### src/rtl/simon_game_controller_if.sv
// Bus bundle for the Simon game controller: game control, sequence
// generator lookup, player buttons, lamp and status outputs.
interface simon_game_controller_if;
    logic       start;
    logic [1:0] seq_value;
    logic       btn_valid;
    logic [1:0] btn_value;
    logic       seq_hold;
    logic [6:0] seq_index;
    logic       led_on;
    logic [1:0] led_color;
    logic [6:0] round;
    logic [6:0] score;
    logic       game_over;
    logic       win;

    // The game environment: drives controls, generator lookup and buttons.
    modport master (
        output start, seq_value, btn_valid, btn_value,
        input  seq_hold, seq_index, led_on, led_color, round, score, game_over, win
    );

    // The controller itself.
    modport slave (
        input  start, seq_value, btn_valid, btn_value,
        output seq_hold, seq_index, led_on, led_color, round, score, game_over, win
    );
endinterface

### src/rtl/simon_game_controller.sv
// Simon game controller: plays back a growing colour sequence, checks the
// player's presses against it, and tracks round, score, win and loss.
module simon_game_controller #(
    parameter int SEQ_LEN        = 100,
    parameter int SHOW_CYCLES    = 25_000_000,
    parameter int GAP_CYCLES     = 12_500_000,
    parameter int TIMEOUT_CYCLES = 250_000_000
) (
    input logic                    clk,
    input logic                    rst,
    simon_game_controller_if.slave bus
);

    // One shared timer, wide enough for the longest interval it has to count.
    localparam int MAX_A = (SHOW_CYCLES > GAP_CYCLES) ? SHOW_CYCLES : GAP_CYCLES;
    localparam int MAX_P = (TIMEOUT_CYCLES > MAX_A) ? TIMEOUT_CYCLES : MAX_A;
    localparam int TW    = (MAX_P > 1) ? $clog2(MAX_P) : 1;

    localparam logic [TW-1:0] GAP_LAST     = TW'(GAP_CYCLES - 1);
    localparam logic [TW-1:0] SHOW_LAST    = TW'(SHOW_CYCLES - 1);
    localparam logic [TW-1:0] TIMEOUT_LAST = TW'(TIMEOUT_CYCLES - 1);
    localparam logic [6:0]    LAST_ROUND   = 7'(SEQ_LEN);

    typedef enum logic [2:0] {
        IDLE, ROUND_GAP, SHOW_ON, SHOW_OFF, INPUT, WIN, LOSE
    } state_t;

    state_t        r_state, w_stateNext;
    logic [TW-1:0] r_timer, w_timerNext;
    logic [6:0]    r_seqIndex, w_seqIndexNext;
    logic [6:0]    r_round, w_roundNext;
    logic [6:0]    r_score, w_scoreNext;
    logic          r_seqHold, r_ledOn, r_gameOver, r_win;
    logic          w_seqHoldNext, w_ledOnNext, w_gameOverNext, w_winNext;
    logic          w_gapDone, w_showDone, w_timeout, w_lastIdx, w_match;

    assign w_gapDone  = (r_timer == GAP_LAST);
    assign w_showDone = (r_timer == SHOW_LAST);
    assign w_timeout  = (r_timer == TIMEOUT_LAST);
    assign w_lastIdx  = (r_seqIndex == r_round - 7'd1);
    assign w_match    = (bus.btn_value == bus.seq_value);

    // State register with synchronous reset.
    always_ff @(posedge clk) begin
        if (rst) r_state <= IDLE;
        else     r_state <= w_stateNext;
    end

    // Next-state logic: timed playback, then player input with timeout.
    always_comb begin
        w_stateNext = r_state;
        case (r_state)
            IDLE:      if (bus.start) w_stateNext = ROUND_GAP;
            ROUND_GAP: if (w_gapDone) w_stateNext = SHOW_ON;
            SHOW_ON:   if (w_showDone) w_stateNext = SHOW_OFF;
            SHOW_OFF:  if (w_gapDone) w_stateNext = w_lastIdx ? INPUT : SHOW_ON;
            INPUT: begin
                if (bus.btn_valid) begin
                    if (!w_match)
                        w_stateNext = LOSE;
                    else if (w_lastIdx)
                        w_stateNext = (r_round == LAST_ROUND) ? WIN : ROUND_GAP;
                end else if (w_timeout) begin
                    w_stateNext = LOSE;
                end
            end
            WIN, LOSE: if (bus.start) w_stateNext = IDLE;
            default:   w_stateNext = IDLE;
        endcase
    end

    // Output logic: next values of the timer, counters and status flags.
    always_comb begin
        w_timerNext    = (w_stateNext == r_state) ? r_timer + 1'b1 : '0;
        w_seqIndexNext = r_seqIndex;
        w_roundNext    = r_round;
        w_scoreNext    = r_score;
        case (r_state)
            IDLE: begin
                w_timerNext = '0;
                if (bus.start) begin
                    w_roundNext    = 7'd1;
                    w_scoreNext    = 7'd0;
                    w_seqIndexNext = 7'd0;
                end
            end
            SHOW_OFF: begin
                if (w_gapDone)
                    w_seqIndexNext = w_lastIdx ? 7'd0 : r_seqIndex + 7'd1;
            end
            INPUT: begin
                if (bus.btn_valid) begin
                    w_timerNext = '0;
                    if (w_match) begin
                        if (!w_lastIdx) begin
                            w_seqIndexNext = r_seqIndex + 7'd1;
                        end else begin
                            w_scoreNext = r_score + 7'd1;
                            if (r_round != LAST_ROUND) begin
                                w_roundNext    = r_round + 7'd1;
                                w_seqIndexNext = 7'd0;
                            end
                        end
                    end
                end
            end
            WIN, LOSE: begin
                w_timerNext = '0;
                if (bus.start) begin
                    w_roundNext    = 7'd0;
                    w_scoreNext    = 7'd0;
                    w_seqIndexNext = 7'd0;
                end
            end
            default: ;
        endcase
        w_seqHoldNext  = (w_stateNext != IDLE);
        w_ledOnNext    = (w_stateNext == SHOW_ON);
        w_gameOverNext = (w_stateNext == LOSE);
        w_winNext      = (w_stateNext == WIN);
    end

    // Datapath and output registers, cleared by reset.
    always_ff @(posedge clk) begin
        if (rst) begin
            r_timer    <= '0;
            r_seqIndex <= '0;
            r_round    <= '0;
            r_score    <= '0;
            r_seqHold  <= 1'b0;
            r_ledOn    <= 1'b0;
            r_gameOver <= 1'b0;
            r_win      <= 1'b0;
        end else begin
            r_timer    <= w_timerNext;
            r_seqIndex <= w_seqIndexNext;
            r_round    <= w_roundNext;
            r_score    <= w_scoreNext;
            r_seqHold  <= w_seqHoldNext;
            r_ledOn    <= w_ledOnNext;
            r_gameOver <= w_gameOverNext;
            r_win      <= w_winNext;
        end
    end

    // The lamp colour gates the generator lookup with the registered lamp
    // enable, so it always shows the element at the current seq_index even
    // in the cycle the index advances.
    assign bus.led_color = r_ledOn ? bus.seq_value : 2'd0;
    assign bus.seq_hold  = r_seqHold;
    assign bus.seq_index = r_seqIndex;
    assign bus.led_on    = r_ledOn;
    assign bus.round     = r_round;
    assign bus.score     = r_score;
    assign bus.game_over = r_gameOver;
    assign bus.win       = r_win;

endmodule
### src/flat_wrapper.sv
// flat-port wrapper written by rule: the top's interface ports become plain ports
module simon_game_controller_flat 
#(
    parameter int SEQ_LEN        = 100,
    parameter int SHOW_CYCLES    = 25_000_000,
    parameter int GAP_CYCLES     = 12_500_000,
    parameter int TIMEOUT_CYCLES = 250_000_000
)
  (clk, rst, bus_start, bus_seq_value, bus_btn_valid, bus_btn_value, bus_seq_hold, bus_seq_index, bus_led_on, bus_led_color, bus_round, bus_score, bus_game_over, bus_win);
  simon_game_controller_if bus_i ();
  input logic clk;
  input logic rst;
  input wire logic [$bits(bus_i.start)-1:0] bus_start;
  input wire logic [$bits(bus_i.seq_value)-1:0] bus_seq_value;
  input wire logic [$bits(bus_i.btn_valid)-1:0] bus_btn_valid;
  input wire logic [$bits(bus_i.btn_value)-1:0] bus_btn_value;
  output wire logic [$bits(bus_i.seq_hold)-1:0] bus_seq_hold;
  output wire logic [$bits(bus_i.seq_index)-1:0] bus_seq_index;
  output wire logic [$bits(bus_i.led_on)-1:0] bus_led_on;
  output wire logic [$bits(bus_i.led_color)-1:0] bus_led_color;
  output wire logic [$bits(bus_i.round)-1:0] bus_round;
  output wire logic [$bits(bus_i.score)-1:0] bus_score;
  output wire logic [$bits(bus_i.game_over)-1:0] bus_game_over;
  output wire logic [$bits(bus_i.win)-1:0] bus_win;
  assign bus_i.start = bus_start;
  assign bus_i.seq_value = bus_seq_value;
  assign bus_i.btn_valid = bus_btn_valid;
  assign bus_i.btn_value = bus_btn_value;
  assign bus_seq_hold = bus_i.seq_hold;
  assign bus_seq_index = bus_i.seq_index;
  assign bus_led_on = bus_i.led_on;
  assign bus_led_color = bus_i.led_color;
  assign bus_round = bus_i.round;
  assign bus_score = bus_i.score;
  assign bus_game_over = bus_i.game_over;
  assign bus_win = bus_i.win;
  simon_game_controller #(.SEQ_LEN(SEQ_LEN), .SHOW_CYCLES(SHOW_CYCLES), .GAP_CYCLES(GAP_CYCLES), .TIMEOUT_CYCLES(TIMEOUT_CYCLES)) u_core (.clk(clk), .rst(rst), .bus(bus_i));
endmodule
### config.mk
export PLATFORM = sky130hd
export DESIGN_NAME = simon_game_controller_flat
export DESIGN_NICKNAME = d
export VERILOG_FILES = /design/src/rtl/simon_game_controller_if.sv /design/src/rtl/simon_game_controller.sv /design/src/flat_wrapper.sv
export SDC_FILE = /design/constraint.sdc
export NUM_CORES = 1
export LEC_CHECK = 0
export BUFFER_PORTS_ARGS = -buffer_cell sky130_fd_sc_hd__buf_2
export CAP_MARGIN = 25
export CORE_ASPECT_RATIO = 1.5
export CORE_MARGIN = 2
export CORE_UTILIZATION = 59
export CTS_CLUSTER_DIAMETER = 50
export CTS_CLUSTER_SIZE = 14
export DETAILED_ROUTE_END_ITERATION = 10
export PLACE_DENSITY = 0.81
export SLEW_MARGIN = 40
export SYNTH_ARGS = -nofsm -noshare
export SYNTH_HDL_FRONTEND = slang
export SYNTH_SLANG_ARGS = --single-unit
### constraint.sdc
create_clock -name clk -period 3.7 [get_ports clk]
set_input_delay 0.185 -clock clk [delete_from_list [all_inputs] [get_ports clk]]
set_output_delay 0.185 -clock clk [all_outputs]
set_load 0.005 [all_outputs]
==> results_dict.tcl <==
set metrics [dict create \
    first_pass_iters 4 \
    maxCapViolations 0 \
    min_from "rst" \
    max-slew-margin-rel_pct 48.69 \
    via_per_inst 6.024 \
    setup-violations-final 0 \
    synthArstFlopShare_pct 0 \
    portBuffers 34 \
    insertion_delay_ps 310 \
    hold_viol 0 \
    worst_slew_pin_slew_ps 763.8 \
    num_io_pins 35 \
    drc_errors 0 \
    grt_use_total_pct 24.55 \
    ys_warn_count 0 \
    dieArea_sq_um 6165 \
    hold_buffers 0 \
    gp_congestion 0.8848 \
    cts_tree "done" \
    critPathMaxStageDelay_ps 570 \
    crit_required_ps 3960 \
    wire_per_inst_um 14.12 \
    numCtsBuffers 5 \
    initial_core_util_pct 60.44 \
    tns_ps 0 \
    postCtsSetupBuffers 0 \
    ys_seq_area_share_pct 34.29 \
    cpMaxStageDelayCell "or4_1" \
    peakVddDrop_uv 216.4 \
    end_kind "register" \
    crit_type "register to register" \
    hold_slack_ps 262.0 \
    root_buffer "clkbuf_8" \
    drive_gt1_share_pct 11.92 \
    whs_path_depth 2 \
    postRouteAntennaNets 0 \
    ctsHtreeMaxLevel 2 \
    instances_no_fill 498 \
    synth_edf_count 0 \
    area_growth_pct 7.577 \
    first_iter_violations 152 \
    power.leakage_nw 1.271 \
    yosys_register_bits 56 \
    rrSetupSlack_ps 370 \
    clock-skew-final_ps 5.602 \
    rows 33 \
    ctsResizeCount 0 \
    reg2reg_depth 9 \
    clock.fmax_ghz 0.3005 \
    fin_crit_ps 3328 \
    hold_path.class "input port to register" \
    cp.arrival_ps 3580 \
    overflow 0 \
    synthDistinctLibCells 56 \
    route.vias.total 3000 \
    diodes 0 \
    post-route-period-util_pct 89.95 \
    clk_pin_slew_ps 90 \
    die_w_um 64.78 \
    rsz0062_at_grt "no" \
    cts_buffer_depth 2 \
    grt_max_degree 29 \
    drv_slew 0 \
    reg2reg_from "u_core.bus.round[0]" \
    die_h_um 95.17 \
    synth_area_per_cell_sq_um 8.033 \
    finalNetCount 443 \
    r2r-end "u_core.bus.round[2]" \
    powerDensity_nw_per_um2 297.1 \
    worstPathCellList "inv_1, ha_1, or3b_1, a211oi_1, nor3_1, or3_1, o21a_1, or4_1, nand2_1" \
    synth_ff_type "dfxtp_1" \
    syn_inst 407 \
    routed_wl_um 7030 \
    core_area_sq_um 5409 \
    grt_pass1_wl_um 12230 \
    antenna_found_initial 0 \
    syn_area_sq_um 3269 \
    path_max_fanout 20 \
    clock_sinks 56 \
    synth_nets 422 \
    worstHoldEndpoint "u_core.r_state[2]" \
    cp-start-kind "register" \
    grt_pass1_vias 2839 \
    outcome "completed" \
    hpwl_um 5214 \
    placedCellCount 491 \
]
==> worst max-delay path by stage <==
stage,end,cells after the start,slack [ps],startpoint
final,u_core.bus.round[2],9,370,u_core.bus.round[0]
after detailed placement,u_core.bus.round[2],9,420,u_core.bus.round[0]
after global placement,u_core.bus.seq_index[3],9,520,u_core.bus.round[0]
after CTS,u_core.bus.round[2],9,380,u_core.bus.round[0]
after floorplan,u_core.bus.round[3],12,630,u_core.bus.round[0]
after global routing,u_core.bus.round[2],9,110,u_core.bus.round[0]
==> sequential cells by signal, summed over array words and instances (netlist names) <==
register	count
u_core.bus.score	7
u_core.bus.win	1
u_core.bus.seq_index	7
u_core.r_state	3
u_core.r_timer	28
u_core.bus.seq_hold	1
u_core.bus.game_over	1
u_core.bus.round	7
u_core.bus.led_on	1
==> final cells by class <==
class                   instances  area (sq um)
clock inverters                 1         5.005
clock buffers                   6         72.57
repair buffers                 35         177.7
flip-flops and latches         56          1121
multi-input cells             322          2023
fillers                       523          1892
inverters                       8         30.03
well taps                      70         87.58
==> synth_stat cells, types with 8 or more instances <==
library cell	count	area [sq um]
dfxtp_1	56	1121
nor2_1	54	202.7
nand2_1	32	120.1
xor2_1	24	210.2
nand3_1	23	115.1
nand4_1	17	106.4
a21oi_1	16	80.08
clkbuf_1	15	56.30
o21ai_0	15	75.07
nor3_1	11	55.05
or3_1	11	68.82
xnor2_1	10	87.58
inv_1	8	30.03
==> critical path: cells and delay by family (launching register included) <==
family | cells | cell delay, ps
AO/OA/AOI/OAI | 2 | 660
buffers and inverters | 1 | 150
adder cells (fa/ha/maj) | 1 | 300
flip-flops | 1 | 520
AND/OR/NAND/NOR | 5 | 1660
==> layer usage <==
layer  global-route usage [%]  vias up  routed length [um]
met5                        0        -                   0
met4                    12.59        0                 221
met3                    3.306       21                 168
met2                    45.79       55                3861
met1                    26.61     1435                2779
li1                         -     1489                   -
==> through the flow <==
step	instance area [sq um]	total power [W]	util, %	setup slack (ps)
2_1_floorplan	3269	0.0007144	-	629.3
3_3_place_gp	3435	0.0007367	63.50	515.3
3_5_place_dp	3440	0.0007397	63.59	417.6
4_1_cts	3517	0.001052	65.02	382.5
5_1_grt	3517	0.001093	65.02	105.3
6_report	3517	0.001045	65.02	371.8
==> report_power, final <==
| group | internal (W) | leakage (nW) | switching [W] |
|---|---|---|---|
| clock | 0.000129 | 0.0410 | 0.000190 |
| sequential | 0.000609 | 0.452 | 0.0000117 |
| combinational | 0.0000438 | 0.778 | 0.0000614 |
| total | 0.000782 | 1.27 | 0.000263 |
==> cell usage in the layout (no fill, tap or decap), types with 4 or more instances in the layout <==
cell / n
or2_2: 6
xnor2_1: 10
xor2_1: 24
nor3_1: 11
and2_1: 6
a31oi_1: 6
nand3b_1: 4
a21oi_1: 16
buf_2: 34
or3_1: 11
o21ai_0: 15
dfxtp_1: 56
nand4_1: 17
ha_1: 6
inv_1: 8
clkbuf_8: 5
nand3_1: 23
nor2_1: 54
and4_1: 6
and3_1: 6
nor2b_1: 6
nand2_1: 32
nor4b_1: 5
==> cell families after synthesis <==
family / synth area share (%)
compound gates: 12.32
xor+xnor: 10.52
fa+ha+maj: 3.215
buf+inv: 3.980
flops: 34.29
mux: 0.9185
simple gates: 34.75
Power figures use the tool's default switching activity.
